$ cat config.mk
export PLATFORM = sky130hd
export DESIGN_NAME = prog_loader
export DESIGN_NICKNAME = d
export VERILOG_FILES = /design/src/rtl/prog_loader_pkg.sv /design/src/rtl/prog_loader_timer.sv /design/src/rtl/prog_loader.sv
export SDC_FILE = /design/constraint.sdc
export NUM_CORES = 1
export LEC_CHECK = 0
export CORE_UTILIZATION = 56
export CTS_CLUSTER_DIAMETER = 50
export DETAILED_ROUTE_END_ITERATION = 10
export PLACE_DENSITY = 0.8
export RECOVER_POWER = 25
export SYNTH_ARGS = -nofsm -noshare
export SYNTH_HDL_FRONTEND = slang
export SYNTH_SLANG_ARGS = --single-unit
$ cat constraint.sdc
create_clock -name clk -period 3.3 [get_ports clk]
set_input_delay 0.825 -clock clk [delete_from_list [all_inputs] [get_ports clk]]
set_output_delay 0.825 -clock clk [all_outputs]
set_load 0.02 [all_outputs]
$ cat src/rtl/prog_loader_pkg.sv
// prog_loader_pkg: shared constants, state encoding and helpers for the
// serial CHIP-8 program loader.
//   Optional feature macro: CHIP8_LOADER_CSUM_EN (trailing checksum byte).
package prog_loader_pkg;

  typedef enum logic [2:0] {
    ST_IDLE,
    ST_LEN_H,
    ST_LEN_L,
    ST_DATA,
    ST_CSUM,
    ST_FAIL
  } ld_state_e;

  localparam int unsigned DEF_DATA_WIDTH = 8;
  localparam int unsigned DEF_ADDR_WIDTH = 12;
  localparam int unsigned DEF_BASE_ADDR  = 512;
  localparam int unsigned DEF_TIMEOUT    = 1200000;
  localparam logic [7:0]  DEF_SYNC_BYTE  = 8'hC8;

  // LEN field width on the wire (LEN_H low nibble + LEN_L)
  localparam int unsigned LEN_W = 12;

  // Legal payload length: non-zero and fits between base and top of memory
  function automatic logic len_ok(input logic [LEN_W-1:0] len,
                                  input int unsigned      max_len);
    return (len != '0) && (32'(len) <= max_len);
  endfunction

endpackage

$ cat src/rtl/prog_loader_timer.sv
// loader_timer: reloadable down-counter guarding inter-byte idle time.
//   clk, rst     : clock, async active-high reset (counter cleared)
//   load_i       : reload to CYCLES-1 (byte strobe or idle)
//   expired_o    : high once CYCLES cycles have passed since the last load
module loader_timer #(
  parameter int unsigned CYCLES = 1200000
) (
  input  logic clk,
  input  logic rst,
  input  logic load_i,
  output logic expired_o
);
  localparam int unsigned W = $clog2(CYCLES + 1);

  logic [W-1:0] cnt_q, cnt_d;

  // Loaded with CYCLES-1 so that the count reaches zero on exactly the
  // CYCLES-th cycle after the loading strobe.
  always_comb begin
    cnt_d = cnt_q;
    if (load_i)            cnt_d = W'(CYCLES - 1);
    else if (cnt_q != '0)  cnt_d = cnt_q - 1'b1;
  end

  always_ff @(posedge clk or posedge rst) begin
    if (rst) cnt_q <= '0;
    else     cnt_q <= cnt_d;
  end

  assign expired_o = (cnt_q == '0);

endmodule

$ cat src/rtl/prog_loader.sv
// prog_loader: receives a framed program image from the UART byte stream
// and writes it into program memory starting at BASE_ADDR.
//   Frame: SYNC, LEN_H (low nibble), LEN_L, LEN payload bytes [, CSUM].
//   Optional feature macro: CHIP8_LOADER_CSUM_EN (adds the CSUM byte).
// Ports:
//   clk, rst        : clock, async active-high reset (aborts any frame)
//   rx_i, rx_i_v    : received byte and its single-cycle strobe
//   we, waddr, d    : registered memory write port, one pulse per payload byte
//   hold            : interpreter stall while a frame is in flight
//   done, err       : sticky status of the last frame (never both high)
//   count           : payload bytes written in the current/last frame
module prog_loader
  import prog_loader_pkg::*;
#(
  parameter int unsigned DATA_WIDTH     = DEF_DATA_WIDTH,
  parameter int unsigned ADDR_WIDTH     = DEF_ADDR_WIDTH,
  parameter int unsigned BASE_ADDR      = DEF_BASE_ADDR,
  parameter logic [7:0]  SYNC_BYTE      = DEF_SYNC_BYTE,
  parameter int unsigned TIMEOUT_CYCLES = DEF_TIMEOUT
) (
  input  logic                  clk,
  input  logic                  rst,
  input  logic [7:0]            rx_i,
  input  logic                  rx_i_v,
  output logic                  we,
  output logic [ADDR_WIDTH-1:0] waddr,
  output logic [DATA_WIDTH-1:0] d,
  output logic                  hold,
  output logic                  done,
  output logic                  err,
  output logic [ADDR_WIDTH-1:0] count
);
  localparam int unsigned MAX_LEN = (1 << ADDR_WIDTH) - BASE_ADDR;

  ld_state_e             state_q;
  logic [LEN_W-1:0]      len_q, len_d;
  logic [ADDR_WIDTH-1:0] count_q, count_d;
  logic [ADDR_WIDTH-1:0] waddr_q;
  logic [DATA_WIDTH-1:0] d_q;
  logic                  we_q, hold_q, done_q, err_q;
  logic                  tmr_expired;
`ifdef CHIP8_LOADER_CSUM_EN
  logic [7:0]            acc_q;
`endif

  assign len_d   = {len_q[LEN_W-1:8], rx_i};
  assign count_d = count_q + 1'b1;

  // Idle holds the timer loaded so a fresh frame always starts a full window
  loader_timer #(.CYCLES(TIMEOUT_CYCLES)) u_timer (
    .clk       (clk),
    .rst       (rst),
    .load_i    (rx_i_v || (state_q == ST_IDLE)),
    .expired_o (tmr_expired)
  );

  always_ff @(posedge clk or posedge rst) begin
    if (rst) begin
      state_q <= ST_IDLE;
      len_q   <= '0;
      count_q <= '0;
      we_q    <= 1'b0;
      waddr_q <= '0;
      d_q     <= '0;
      hold_q  <= 1'b0;
      done_q  <= 1'b0;
      err_q   <= 1'b0;
`ifdef CHIP8_LOADER_CSUM_EN
      acc_q   <= '0;
`endif
    end else begin
      we_q <= 1'b0;
      if (state_q == ST_FAIL) begin
        err_q   <= 1'b1;
        hold_q  <= 1'b0;
        state_q <= ST_IDLE;
      end else if (state_q != ST_IDLE && !rx_i_v && tmr_expired) begin
        // a strobe on the expiry cycle takes precedence over the timeout
        state_q <= ST_FAIL;
      end else if (rx_i_v) begin
        case (state_q)
          ST_IDLE: begin
            if (rx_i == SYNC_BYTE) begin
              state_q <= ST_LEN_H;
              hold_q  <= 1'b1;
              done_q  <= 1'b0;
              err_q   <= 1'b0;
              count_q <= '0;
`ifdef CHIP8_LOADER_CSUM_EN
              acc_q   <= '0;
`endif
            end
          end
          ST_LEN_H: begin
            len_q   <= {rx_i[3:0], 8'h00};
            state_q <= ST_LEN_L;
          end
          ST_LEN_L: begin
            len_q   <= len_d;
            state_q <= len_ok(len_d, MAX_LEN) ? ST_DATA : ST_FAIL;
          end
          ST_DATA: begin
            we_q    <= 1'b1;
            waddr_q <= ADDR_WIDTH'(BASE_ADDR) + count_q;
            d_q     <= DATA_WIDTH'(rx_i);
            count_q <= count_d;
`ifdef CHIP8_LOADER_CSUM_EN
            acc_q   <= acc_q + rx_i;
`endif
            if (count_d == ADDR_WIDTH'(len_q)) begin
`ifdef CHIP8_LOADER_CSUM_EN
              state_q <= ST_CSUM;
`else
              state_q <= ST_IDLE;
              done_q  <= 1'b1;
              hold_q  <= 1'b0;
`endif
            end
          end
`ifdef CHIP8_LOADER_CSUM_EN
          ST_CSUM: begin
            if (rx_i == acc_q) begin
              state_q <= ST_IDLE;
              done_q  <= 1'b1;
              hold_q  <= 1'b0;
            end else begin
              state_q <= ST_FAIL;
            end
          end
`endif
          default: state_q <= ST_IDLE;
        endcase
      end
    end
  end

  assign we    = we_q;
  assign waddr = waddr_q;
  assign d     = d_q;
  assign hold  = hold_q;
  assign done  = done_q;
  assign err   = err_q;
  assign count = count_q;

endmodule
### Yosys cells after proc, flatten, opt, wreduce, memory -nomap -nowiden

Index checks and enable logic that the tools add are counted.

| storage, ports and cells | value |
|---|---|
| bits of input ports | 11 |
| word-level logic and storage cells | 86 |
| register bits | 72 |

| cells by class | value |
|---|---|
| bitwise logic cells | 3 |
| add/sub/neg operators | 3 |
| magnitude comparators | 1 |
| muxes and demuxes | 29 |
| equality and inequality tests | 13 |
| reductions and logical operators | 26 |

Operators with widths:

| operator | number |
|---|---|
| 12-bit case mux with 2 select lines | 2 |
| 21-bit two-way mux | 2 |
| 21-bit logical NOT | 1 |
| 21-bit nonzero test | 1 |
| 21-bit by 1-bit subtractor with 21-bit output (second input constant) | 1 |
| 3-bit two-way mux | 6 |
| 1-bit two-way mux | 15 |
| 5-bit AND reduction | 3 |
| 10-bit by 12-bit adder with 12-bit output (first input constant) | 1 |
| 12-bit by 1-bit adder with 12-bit output (second input constant) | 1 |
| 12-bit equality test | 1 |
| 12-bit <= comparator (second input constant) | 1 |
| 12-bit two-way mux | 1 |
| 3-bit case mux with 4 select lines | 1 |
| 4-bit AND reduction | 3 |
| 12-bit nonzero test | 1 |
| 2-bit nonzero test | 6 |
| 3-bit nonzero test | 3 |
| 8-bit equality test (second input constant) | 1 |
| 3-bit by 2-bit equality test with 1-bit output (second input constant) | 2 |
| 6-bit AND reduction | 1 |
| 2-bit inequality test (second input constant) | 2 |
| 4-bit by 1-bit inequality test with 1-bit output (second input constant) | 1 |
| 4-bit inequality test (second input constant) | 1 |
| other kinds (12) | 17 |

### Logic depth before layout (Yosys ltp)

| depth | value |
|---|---|
| word-level depth | 7 |
| mapped depth | 9 |

### By module

From an unflattened synthesis, not the netlist that was laid out.

| second synthesis, totals | value |
|---|---|
| cell total of the unflattened synthesis | 468 |
| area, all modules | 4185.3 um^2 |

Modules (own cells, without submodules):

| module | sequential area each (um^2) | instances | area an instance (um^2) | cells an instance |
|---|---|---|---|---|
| prog_loader | 1276.2 | 1 | 2840.2 | 326 |
| loader_timer | 525.5 | 1 | 1345.0 | 142 |

### Worst setup path before layout

OpenSTA, ideal clock, no wires.

| timing | value |
|---|---|
| path type | input to register |
| start point | input port rx_i[1] |
| end point | register count_q[8] (netlist: count[8]) |
| buffers on the path | 1 |
| data required time | 3.167 ns |
| data arrival time | 2.197 ns |
| setup slack | 0.969 ns |
| cell stages on the path | 7 |
| setup time | 0.133 ns |
| cells stage by stage | or4_4 -> nor3_4 -> nand2_1 -> a21o_1 -> buf_2 -> o21ai_0 -> o41ai_1 |

| on the way | value |
|---|---|
| cells in the longest elaborated chain, start to end | 3 |

RTL lines:

| what | line | text |
|---|---|---|
| from (decl) | prog_loader.sv:23 | `input logic [7:0] rx_i,` |
| 8-bit equality test | prog_loader.sv:83 | `if (rx_i == SYNC_BYTE) begin` |
| 2-bit by 1-bit inequality test with 1-bit output (no line) | n/a |  |
| 5-bit AND reduction (no line) | n/a |  |
| to (signal assigned) | prog_loader.sv:106 | `count_q <= count_d;` |
| to (decl) | prog_loader.sv:37 | `logic [ADDR_WIDTH-1:0] count_q, count_d;` |

Every way passes these cells.
A chain may end at the register's enable or synchronous reset.

### Final worst setup path

| timing | value |
|---|---|
| start point | input port rx_i[1] |
| end point | register count_q[5] (netlist: count[5]) |

The elaborated chain is that of the path after synthesis.

==> results.toml <==
[status]
outcome = "finished, violations left"
violations = "DRC, capacitance limit, slew limit"

[timing]
fin_tns_setup_ns = 0
period_needed_ns = 2.697
period_share_pct = 81.72
fin_skew_ns = 0.009436
rsz0062_at_grt = "false"
setup_viol_count_final = 0
tightestPinTransition_ns = 1.744
finalHoldViolations = 0
drv_slew = 73
max_freq_ghz = 0.3708
slew_headroom_pct = -16.28

[worst_setup_path]
cp.required_ns = 3.51
cpLargestDelayFamily = "simple AND/OR/NAND/NOR gates"
cp-start-kind = "input pin"
critPathCaptureType = "flip-flop"
cp.depth = 7
crit_chain = "clkdlybuf4s50_1 > or4_4 > nor3_4 > nand2_1 > a21o_1 > o21ai_0 > o31ai_1"
critPathSlowestCell = "or4_4"
cp_data_arrival_time_ns = 2.91
critPathMaxStageDelay_ns = 0.58
reg2reg_depth = 7
crit_type = "input pin to flip-flop"
crit_path_max_fanout = 12
cp_num_buf_inv = 1

[clock_network]
cts_buffers = 9
cts.path.max_buffers = 2
root_buffer = "clkbuf_8"
cts_sinks = 72
clock_latency_ns = 0.35
tritoncts = "done"
cts_resized = 0
postCtsSetupRepairBufs = 0
cts.hold.buffers_added = 0
clkTransAtPathRegs_ns = 0.07
cts_max_level = 3

[global_routing]
antenna_found_initial = 0
overflow = 0
grt_pass1_wl_um = 14940
grtUsageTotal_pct = 26.43
grt_max_degree = 73
grt_pass1_vias = 3086

[worst_hold_path]
hold_class = "flip-flop to flip-flop"
hold_path_depth = 2

[synth]
synth_edf_count = 0
synth_top_area_share_pct = 46.89
yosysWarnings = 0
synth_top_cell_by_area = "dfrtp_1"
synth_area_um2 = 3842
synthCells = 433
async_flop_share_pct = 100.0
ys_top_cells_by_area = "dfrtp_1 (47%), nand2_1 (10%), xor2_1 (4.3%)"
yosysUniqueCellTypes = 55
synth_area_per_cell_um2 = 8.874
syn-num-nets = 448
ys_seq_area_share_pct = 46.89
synth_seq_cells = 72
synthFlopType = "dfrtp_1"

[power_and_ir_drop]
p_leak_uw = 0.001897
vdd_ir_drop_max_uv = 596.1
p_per_area_nw_per_um2 = 740.5

[detailed_routing]
drt-wirelength-per-cell_um = 15.99
vias_per_cell = 5.942
finalWirelength_um = 8826
drt_iter0_drc = 270
ant_nets = 0
num_vias = 3280
drc = 3
dr.pass1.iters = 8

[cells_and_area]
syn_to_final_growth_pct = 18.01
fillers = 520
multi_input_area_um2 = 1913
fin_nets = 486
seqCellArea_um2 = 1802
stdcell_count = 552
antenna_cells = 0
drive_above_1_share_pct = 7.368

[floorplan]
start_util_pct = 59.16
die_x_um = 84.84
coreArea_um2 = 6495
io_pins = 47
row_count = 29
dieArea_um2 = 7197
die_h_um = 84.84

[place]
dp_hpwl_um = 5918
gp_congestion = 0.8163
port_buffers = 46
dpl.cell_count = 537

[job]
maxCapViolations = 1
-- cell usage after synthesis (all sizes together) (2+ instances only) --
cell and count:
xnor2 15, a21oi 8, or2 2, nor2 34, ha 4, o31ai 4
mux2 4, dfrtp 72, a22oi 2, buf 10, o21bai 2, a21o 2
a22o 3, or4 6, nand2 103, nand4 6, xor2 19, nor2b 11
nand3 14, clkbuf 13, and3 5, o21ai 33, nand3b 4, nand2b 4
o211ai 2, nor4 7, inv 7, nor3 14, a31oi 8
-- area by class of cell --
type / count / share of cell area (%)
clock inverter: 3 / 0.8830
multi-input combinational: 330 / 42.19
inverter: 8 / 0.6623
timing repair buffer: 50 / 10.76
sequential: 72 / 39.74
clock buffer: 12 / 3.642
tap: 77 / 2.125
-- registers in the layout, summed over array words and instances (netlist names) --
register       count
count             12
d                  8
done               1
err                1
hold               1
len_q             12
state_q            3
u_timer.cnt_q     21
waddr             12
we                 1
-- per-layer routing --
metal / track usage [%] / share of wire (%)
met5: 0 / 0
met4: 11.25 / 1.8
met3: 3.891 / 6.1
met2: 41.69 / 46
met1: 36.86 / 46
-- where the power goes --
part | leakage [uW] | internal (uW) | switching, uW
sequential | 0.000880 | 1080 | 286
clock | 0.000108 | 405 | 321
combinational | 0.000909 | 553 | 709
total | 0.00190 | 2040 | 1320
-- logic make-up after synthesis --
| family | Yosys count | share of synthesized area (%) |
|---|---|---|
| xor+xnor | 35 | 8.369 |
| simple gates | 216 | 27.48 |
| buf+inv | 31 | 3.321 |
| flops | 72 | 46.89 |
| compound gates | 70 | 11.20 |
| fa+ha+maj | 4 | 1.303 |
| mux | 5 | 1.433 |
-- stage by stage --
step	power (uW)	setup WS, ns	hold WS [ns]	cell area [um^2]	util [%]
2_1_floorplan	2174	0.6501	0.4828	3842	-
4_1_cts	3366	0.6164	0.4787	4549	70.04
3_5_place_dp	2638	0.2895	0.4625	4344	66.88
5_1_grt	3551	0.3815	0.5049	4534	69.81
6_report	3358	0.6033	0.4737	4534	69.81
3_3_place_gp	2584	0.4026	0.4574	4344	66.88
-- path summary, 6_finish.rpt --
check / startpoint / end / slack (ns)
max in group asynchronous: rst / waddr[0]$_DFFE_PP0P_ / 0.73
worst max register to register: count[0]$_DFFE_PP0P_ / state_q[1]$_DFFE_PP0P_ / 0.63
worst min register to register: waddr[4]$_DFFE_PP0P_ / waddr[4]$_DFFE_PP0P_ / 0.47
min in group asynchronous: rst / waddr[5]$_DFFE_PP0P_ / 1.54
worst min-delay path: waddr[4]$_DFFE_PP0P_ / waddr[4]$_DFFE_PP0P_ / 0.47
worst max-delay path: rx_i[1] / count[5]$_DFFE_PP0P_ / 0.60
-- layout by cell type (no fill, tap or decap), drive strengths merged, types with 5 or more instances in the layout --
cell	netlist	routed
xor2	19	19
clkbuf	13	13
clkdlybuf4s50	0	45
inv	7	6
dfrtp	72	72
nand4	6	6
nor2	34	34
o21ai	33	33
nor4	7	7
xnor2	15	15
or4	6	6
a31oi	8	8
nand2	103	103
nor2b	11	11
and3	5	5
nand3	14	14
nor3	14	14
a21oi	8	8
-- worst reg2reg max path, cell delays in order (launching register included) --
cell     delay [ns]
dfrtp_1        0.56
ha_1           0.44
nand3_2        0.18
nor4_1         0.59
xnor2_1        0.19
nand4_1        0.18
o31ai_2        0.31
nand3_1        0.11
No activity file was read; power rests on OpenSTA's default activity.
